[config.mk]
export PLATFORM = sky130hd
export DESIGN_NAME = simple_processor
export DESIGN_NICKNAME = d
export VERILOG_FILES = /design/src/rtl/simple_processor.sv
export SDC_FILE = /design/constraint.sdc
export NUM_CORES = 1
export LEC_CHECK = 0
export CAP_MARGIN = 20
export CORE_ASPECT_RATIO = 0.5
export CORE_MARGIN = 1
export CORE_UTILIZATION = 41
export DETAILED_ROUTE_END_ITERATION = 10
export HOLD_SLACK_MARGIN = 0.1
export PLACE_DENSITY_LB_ADDON = 0.25
export SYNTH_ARGS = -nofsm -noshare
export SYNTH_HDL_FRONTEND = slang
export SYNTH_SLANG_ARGS = --single-unit
[constraint.sdc]
create_clock -name clk -period 7.15 [get_ports clk]
set_input_delay 1.0725 -clock clk [delete_from_list [all_inputs] [get_ports clk]]
set_output_delay 1.0725 -clock clk [all_outputs]
set_load 0.03 [all_outputs]
[src/rtl/simple_processor.sv]
// 8-bit single-cycle accumulator core running a 16-word parameterised ROM.
// One instruction commits per rising edge; there is no host handshake.
module simple_processor #(
  parameter logic [127:0] PROGRAM = 128'h0000_0000_0000_0000_0000_D030_6011_4020
) (
  input  logic       clk,
  input  logic       rst,
  input  logic [7:0] data_in,
  output logic [7:0] data_out
);

  typedef enum logic [3:0] {
    OP_NOP = 4'h0, OP_LDI = 4'h1, OP_IN  = 4'h2, OP_OUT = 4'h3,
    OP_MOV = 4'h4, OP_LDR = 4'h5, OP_ADD = 4'h6, OP_SUB = 4'h7,
    OP_AND = 4'h8, OP_OR  = 4'h9, OP_XOR = 4'hA, OP_SHL = 4'hB,
    OP_SHR = 4'hC, OP_JMP = 4'hD, OP_JZ  = 4'hE, OP_JC  = 4'hF
  } op_e;

  logic [3:0]      pc, pc_nxt;
  logic [7:0]      acc, acc_nxt;
  logic [3:0][7:0] regs;
  logic            z, c, z_nxt, c_nxt;
  logic [7:0]      instr;
  op_e             op;
  logic [1:0]      n;
  logic [3:0]      imm;
  logic [7:0]      rn;
  logic [8:0]      sum;
  logic            reg_we, out_we, z_upd;

  assign instr = PROGRAM[{pc, 3'b000} +: 8];
  assign op    = op_e'(instr[7:4]);
  assign n     = instr[1:0];
  assign imm   = instr[3:0];
  assign rn    = regs[n];
  assign sum   = {1'b0, acc} + {1'b0, rn};

  always_comb begin
    pc_nxt  = pc + 4'd1;
    acc_nxt = acc;
    c_nxt   = c;
    z_upd   = 1'b0;
    reg_we  = 1'b0;
    out_we  = 1'b0;
    case (op)
      OP_LDI: begin acc_nxt = {4'b0, imm};  z_upd = 1'b1; end
      OP_IN:  begin acc_nxt = data_in;      z_upd = 1'b1; end
      OP_OUT: out_we = 1'b1;
      OP_MOV: reg_we = 1'b1;
      OP_LDR: begin acc_nxt = rn;           z_upd = 1'b1; end
      OP_ADD: begin {c_nxt, acc_nxt} = sum; z_upd = 1'b1; end
      OP_SUB: begin
        acc_nxt = acc - rn;
        c_nxt   = (acc < rn);
        z_upd   = 1'b1;
      end
      OP_AND: begin acc_nxt = acc & rn;     z_upd = 1'b1; end
      OP_OR:  begin acc_nxt = acc | rn;     z_upd = 1'b1; end
      OP_XOR: begin acc_nxt = acc ^ rn;     z_upd = 1'b1; end
      OP_SHL: begin
        c_nxt   = acc[7];
        acc_nxt = {acc[6:0], 1'b0};
        z_upd   = 1'b1;
      end
      OP_SHR: begin
        c_nxt   = acc[0];
        acc_nxt = {1'b0, acc[7:1]};
        z_upd   = 1'b1;
      end
      // Conditional jumps look at the flags committed by the previous edge.
      OP_JMP: pc_nxt = imm;
      OP_JZ:  if (z) pc_nxt = imm;
      OP_JC:  if (c) pc_nxt = imm;
      default: ;
    endcase
    z_nxt = z_upd ? (acc_nxt == 8'h00) : z;
  end

  always_ff @(posedge clk or negedge rst) begin
    if (!rst) begin
      pc       <= '0;
      acc      <= '0;
      regs     <= '0;
      z        <= 1'b0;
      c        <= 1'b0;
      data_out <= '0;
    end else begin
      pc  <= pc_nxt;
      acc <= acc_nxt;
      z   <= z_nxt;
      c   <= c_nxt;
      if (reg_we) regs[n]  <= acc;
      if (out_we) data_out <= acc;
    end
  end

endmodule

==> flow_metrics.env, run 1 <==
export IMPL_nNetsFinal=317
export IMPL_p_int_mw=0.476
export IMPL_die_y_um=60.1
export IMPL_cts_buffers_inserted=5
export IMPL_vdd_drop_max_uv=112
export IMPL_grt_pass1_wl_um=10200
export IMPL_syn_to_final_growth_pct=10.5
export IMPL_crit_arrival_ps=4830
export IMPL_p_clk_share_pct=37.7
export IMPL_syn_avg_cell_area_um2=10.1
export IMPL_die_area_um2=7100
export IMPL_core_um2=6280
export IMPL_synthArstFlopShare_pct=100
export IMPL_vias=2033
export IMPL_synth_nets=313
export IMPL_cts_sinks=38
export IMPL_wl_um=6200
export IMPL_ys_seq_area_share_pct=34.4
export IMPL_antenna_found_initial=0
export IMPL_cp_required_ps=7350
export IMPL_fillers=556
export IMPL_setup_viol=0
export IMPL_wl_per_cell_um=16.9
export IMPL_yosys_warnings=0
export IMPL_hold_class="reg2reg"
export IMPL_instances_no_fill=366
export IMPL_share_comb_of_total_power_pct=25.6
export IMPL_routabilityCongestion=0.924
export IMPL_pwr_density_cell_nw_per_um2=222
export IMPL_firstDrtPassIters=4
export IMPL_cts_tree="done"
export IMPL_ctsHtreeMaxLevel=2
export IMPL_power_leakage_nw=1.36
export IMPL_yosysUniqueCellTypes=63
export IMPL_clockRootBuffer="clkbuf_16"
export IMPL_rsz0062_at_grt="no"
export IMPL_worstMarginPinSlew_ps=939
export IMPL_power_switching_mw=0.204
export IMPL_rows=20
export IMPL_ios=18
export IMPL_total_power_mw=0.679
export IMPL_synth_flop_cell="dfrtp_1"
export IMPL_dr_first_iter_drc_count=158
export IMPL_start_kind="register"
export IMPL_maxCapViolCount=0
export IMPL_fin_crit_ps=4630
export IMPL_synth_edf_count=0
export IMPL_status="complete, no violations"
export IMPL_grt_pass1_vias=1934
export IMPL_final_util_pct=48.7
export IMPL_die_x_um=118
export IMPL_clk_latency_ps=280
export IMPL_slew_violations=0
export IMPL_place_hpwl_um=4360
export IMPL_path_class="reg2reg"
export IMPL_grt_ovfl_total=0
export IMPL_cts_buffer_depth=2
export IMPL_synth_area_um2=2770
export IMPL_drc_errors=0
export IMPL_cts_resized=0
export IMPL_crit_fanout=14
export IMPL_ys_seq_elements=38
export IMPL_relSlewSlack_pct=37.0
export IMPL_period_share_pct=64.8
export IMPL_numPortBuffers=17
export IMPL_cts_hold_buffers=0
export IMPL_globalRouteTotalUtil_pct=19.2
export IMPL_p_seq_share_pct=36.7
export IMPL_fmax_mhz=216
export IMPL_initial_core_util_pct=44.0
export IMPL_drive_gt1_share_pct=15.5
export IMPL_finalSetupTns_ps=0
export IMPL_syn_inst=273
export IMPL_clkTransAtPathRegs_ps=60
export IMPL_cp_end_kind="register"
export IMPL_cts_setup_buffers=0
export IMPL_antennaDiodeCount=0
export IMPL_clock_skew_ps=6.45
export IMPL_swShare_pct=30.0
export IMPL_place_inst=358
export IMPL_antenna_left=0
export IMPL_viasPerCell=5.55
export IMPL_hold_viol=0
export IMPL_grt_max_degree=39
==> sequential cells by signal (all words and copies together), names as in the netlist <==
register / flops
c: 1
acc: 8
z: 1
data_out: 8
regs: 16
pc: 4
==> cell type report <==
class | count | area [µm²] | area share (%)
Multi-Input combinational cell | 195 | 1590 | 52.0
Sequential cell | 38 | 951 | 31.1
Timing Repair Buffer | 17 | 165 | 5.40
Clock buffer | 5 | 125 | 4.09
Tap cell | 88 | 110 | 3.60
Inverter | 20 | 75.1 | 2.46
Clock inverter | 3 | 40.0 | 1.31
==> metal layers <==
layer  wire, µm  GRT usage (%)  vias to the layer above
li1           -              -                      980
met1       3210           27.1                      997
met2       2590           28.6                       51
met3        335           4.58                        5
met4         68           7.14                        0
met5          0              0                        -
==> logic make-up (layout without fill, tap and decap cells) <==
| logic type | Yosys count | count (layout) | share of synthesized area [%] |
|---|---|---|---|
| buffers and inverters | 40 | 45 | 8.14 |
| xor gates and xnor gates | 7 | 7 | 2.22 |
| DFF | 38 | 38 | 34.4 |
| AOI/OAI and AO/OA | 67 | 67 | 19.0 |
| muxes | 21 | 21 | 8.50 |
| and+or+nand+nor | 70 | 70 | 13.7 |
| adders and majority gates | 30 | 30 | 14.1 |
==> final timing paths <==
check	start	endpoint	slack [ps]	cells after the start
setup / recovery	pc[0]$_DFF_PN0_	z$_DFFE_PN0P_	2520	12
hold / removal	regs[14]$_DFFE_PN0P_	regs[14]$_DFFE_PN0P_	380	0
setup reg to reg	pc[0]$_DFF_PN0_	z$_DFFE_PN0P_	2520	12
hold reg to reg	regs[14]$_DFFE_PN0P_	regs[14]$_DFFE_PN0P_	380	0
max in group asynchronous	rst	data_out[1]$_DFFE_PN0N_	5690	1
min in group asynchronous	rst	data_out[5]$_DFFE_PN0N_	900	1
==> power by group through the flow <==
stage,logic [mW],registers (mW),clock network [mW]
finish,0.174,0.249,0.256
detailed placement,0.171,0.253,0
floorplan,0.116,0.267,0
global placement,0.169,0.253,0
global route,0.191,0.252,0.267
CTS,0.173,0.249,0.257
==> cells in the mapped netlist, drive strengths merged, types with 4 or more instances <==
library cell / n / share of area [%]
mux2i: 4 / 1.4
mux2: 17 / 7.1
buf: 9 / 3.2
o31ai: 4 / 1.3
or3: 4 / 0.90
a221oi: 5 / 1.8
nand2: 16 / 2.2
nand2b: 4 / 0.90
a21oi: 8 / 1.4
a211oi: 5 / 2.0
inv: 20 / 2.7
nand3: 4 / 0.72
clkbuf: 11 / 2.2
o21ai: 13 / 2.5
nor2: 22 / 3.0
dfrtp: 38 / 34
a21o: 6 / 1.7
xor2: 4 / 1.3
ha: 28 / 13
==> worst max-delay path, cell delays in order, from the launching register on <==
cell     delay (ps)
dfrtp_1         460
inv_1           140
ha_1            430
nor3b_2         820
mux2_2          430
ha_1            210
fa_1            400
o311a_1         410
a221o_1         360
nand2_1          60
a31oi_1          90
or4_1           550
o31ai_2         180
==> cell usage in the layout (no fill, tap or decap), types with 2 or more instances in the layout <==
cell	n
a22o_1	2
nand3_1	4
ha_1	28
a21o_1	5
o2bb2ai_1	2
a221o_1	2
nor3_2	2
a31o_2	2
nor2_1	22
mux2_2	16
clkdlybuf4s50_1	16
clkinv_2	2
fa_1	2
a21oi_1	8
nor4_1	2
a221oi_1	4
a31oi_1	3
nand2b_1	4
or3_1	4
clkbuf_16	5
o31ai_1	3
dfrtp_1	38
xnor2_1	3
xor2_1	4
inv_1	20
a211oi_1	3
and3_1	3
nor2b_1	2
a222oi_1	3
nand2_1	16
mux2i_1	4
o21ai_0	12
==> stage by stage <==
step                hold WS (ps)  instance area [µm²]  setup WS [ps]
floorplan                    424                 2770           3470
global placement             367                 2890           2640
detailed placement           364                 2890           2500
CTS                          379                 3060           2480
global route                 388                 3060           2200
finish                       376                 3060           2520
No activity file was read; power rests on OpenSTA's default activity.
==> run 2: changes to the inputs <==
==> constraint.sdc (replaced) <==
create_clock -name clk -period 4.3 [get_ports clk]
set_input_delay 0.645 -clock clk [delete_from_list [all_inputs] [get_ports clk]]
set_output_delay 0.645 -clock clk [all_outputs]
set_load 0.03 [all_outputs]
==> run 2 against run 1 <==
Effect of this change: highest routed layer unchanged; cell count grew 1.6%; clock skew is 3.4 ps higher; flip-flop and latch count is the same; clock power rose by 44%; critical path depth increased by 2; register-to-register slack got worse by 2100 ps; setup slack got worse by 2100 ps; sequential share of layout area fell by 0.27 points; non-clock buffer count up 6; global-route usage rose by 0.14 points.
==> flow_metrics.env, run 2 (synthesis gave the netlist of run 1 again) <==
export IMPL_wl_um=6310
export IMPL_wl_per_cell_um=17.0
export IMPL_die_area_um2=7100
export IMPL_worstMarginPinSlew_ps=955
export IMPL_fin_area_um2=3080
export IMPL_p_clk_share_pct=34.0
export IMPL_grt_max_degree=39
export IMPL_cts_setup_buffers=0
export IMPL_syn_to_final_growth_pct=11.4
export IMPL_whs_ps=377
export IMPL_power_switching_mw=0.341
export IMPL_fillers=570
export IMPL_reg_largest_list="regs: 16 flops, acc: 8 flops, data_out: 8 flops"
export IMPL_rrSetupSlack_ps=390
export IMPL_crit_fanout=9
export IMPL_numPortBuffers=17
export IMPL_grt_ovfl_total=0
export IMPL_cts_tree="done"
export IMPL_finalSetupTns_ps=0
export IMPL_clk_latency_ps=290
export IMPL_start_kind="register"
export IMPL_cts_hold_buffers=0
export IMPL_cts_buffers_inserted=5
export IMPL_swShare_pct=31.5
export IMPL_layout_common_cells="38 x dfrtp_1, 28 x ha_1, 22 x nor2_1"
export IMPL_drive_gt1_share_pct=17.3
export IMPL_fmax_mhz=255
export IMPL_grt_pass1_vias=1947
export IMPL_p_int_mw=0.742
export IMPL_p_seq_share_pct=38.3
export IMPL_status="complete, no violations"
export IMPL_cp_end_kind="register"
export IMPL_dr_first_iter_drc_count=114
export IMPL_setup_viol=0
export IMPL_antenna_found_initial=0
export IMPL_viasPerCell=5.41
export IMPL_ctsHtreeMaxLevel=2
export IMPL_clock_skew_ps=9.82
export IMPL_reg2regPathDepth=14
export IMPL_grt_pass1_wl_um=10300
export IMPL_crit_path_start="pc[0]$_DFF_PN0_"
export IMPL_share_comb_of_total_power_pct=27.8
export IMPL_largest_reg_flops=16
export IMPL_cts_sinks=38
export IMPL_drc_errors=0
export IMPL_path_class="reg2reg"
export IMPL_pwr_density_cell_nw_per_um2=351
export IMPL_antennaDiodeCount=0
export IMPL_rows=20
export IMPL_antenna_left=0
export IMPL_timing_rr_end="z$_DFFE_PN0P_"
export IMPL_rsz0062_at_grt="no"
export IMPL_place_hpwl_um=4620
export IMPL_fin_crit_ps=3910
export IMPL_nNetsFinal=323
export IMPL_regMostFlops="regs"
export IMPL_hold_viol=0
export IMPL_routabilityCongestion=0.896
export IMPL_core_um2=6280
export IMPL_clockRootBuffer="clkbuf_16"
export IMPL_cts_buffer_depth=2
export IMPL_endpoint="z$_DFFE_PN0P_"
export IMPL_power_leakage_nw=1.38
export IMPL_maxCapViolCount=0
export IMPL_rr_startpoint="pc[0]$_DFF_PN0_"
export IMPL_period_share_pct=91.0
export IMPL_vias=2011
export IMPL_crit_arrival_ps=4120
export IMPL_slew_violations=0
export IMPL_relSlewSlack_pct=36.0
export IMPL_initial_core_util_pct=44.0
export IMPL_firstDrtPassIters=4
export IMPL_globalRouteTotalUtil_pct=19.3
export IMPL_clkTransAtPathRegs_ps=70
export IMPL_cp_required_ps=4500
export IMPL_layout_commonest_cell="dfrtp_1"
export IMPL_die_x_um=118
export IMPL_ios=18
export IMPL_hold_class="reg2reg"
export IMPL_cts_resized=0
export IMPL_vdd_drop_max_uv=161
export IMPL_place_area_um2=2940
export IMPL_die_y_um=60.1
## run 2: cell types whose count changed in the layout (fill, tap and decap cells not counted)
cell / previous run / this run
buf_4: 0 / 6
bufinv_16: 1 / 0
clkinv_2: 2 / 1
clkinv_4: 0 / 1
clkinvlp_4: 0 / 1
## run 2: final cells by class
| class | instances | area (µm²) | share of cell area (%) |
|---|---|---|---|
| multi-input combinational | 195 | 1590 | 51.6 |
| sequential | 38 | 951 | 30.8 |
| timing repair buffer | 23 | 210 | 6.82 |
| clock buffer | 5 | 125 | 4.06 |
| tap | 88 | 110 | 3.57 |
| inverter | 20 | 75.1 | 2.44 |
| clock inverter | 3 | 21.3 | 0.690 |
## run 2: how the worst min path moves through the flow
| stage | endpoint | cells after the start | from | slack (ps) |
|---|---|---|---|---|
| 3_5_place_dp | regs[14]$_DFFE_PN0P_ | 0 | regs[14]$_DFFE_PN0P_ | 360 |
| 3_3_place_gp | regs[14]$_DFFE_PN0P_ | 0 | regs[14]$_DFFE_PN0P_ | 360 |
| 4_1_cts | regs[14]$_DFFE_PN0P_ | 0 | regs[14]$_DFFE_PN0P_ | 380 |
| 6_report | regs[14]$_DFFE_PN0P_ | 0 | regs[14]$_DFFE_PN0P_ | 380 |
| 2_1_floorplan | acc[0]$_DFF_PN0_ | 0 | rst | 350 |
| 5_1_grt | regs[14]$_DFFE_PN0P_ | 0 | regs[14]$_DFFE_PN0P_ | 390 |
## run 2: critical path: stages (launching register included)
cell and delay (ps):
dfrtp_1 460, inv_1 140, ha_1 170, nor3b_2 230
buf_4 210, mux2_2 410, inv_1 110, ha_1 260
o21ba_2 230, nor4_1 450, nor4_1 100, o21ai_0 180
a32oi_1 130, or4_1 560, o31ai_2 190
## run 2: per-layer routing
metal  wire, µm  up-vias  track usage, %
li1           -      990               -
met1       3230      961            28.0
met2       2650       56            30.0
met3        391        4            3.34
met4         43        0            4.58
met5          0        -               0
## run 2: power by group through the flow
| stage | sequential (mW) | clock, mW | combinational, mW |
|---|---|---|---|
| final | 0.414 | 0.368 | 0.300 |
| after CTS | 0.415 | 0.374 | 0.301 |
| after detailed placement | 0.421 | 0 | 0.297 |
| after global routing | 0.421 | 0.391 | 0.327 |
| after global placement | 0.421 | 0 | 0.294 |
| after floorplan | 0.444 | 0 | 0.194 |
## run 2: stage by stage
stage	setup WS, ps	instances	utilization [%]	power, mW
detailed placement	399	364	46.8	0.718
finish	386	372	49.1	1.08
global route	196	372	49.1	1.14
floorplan	617	273	-	0.638
CTS	398	372	49.1	1.09
global placement	569	364	46.8	0.715
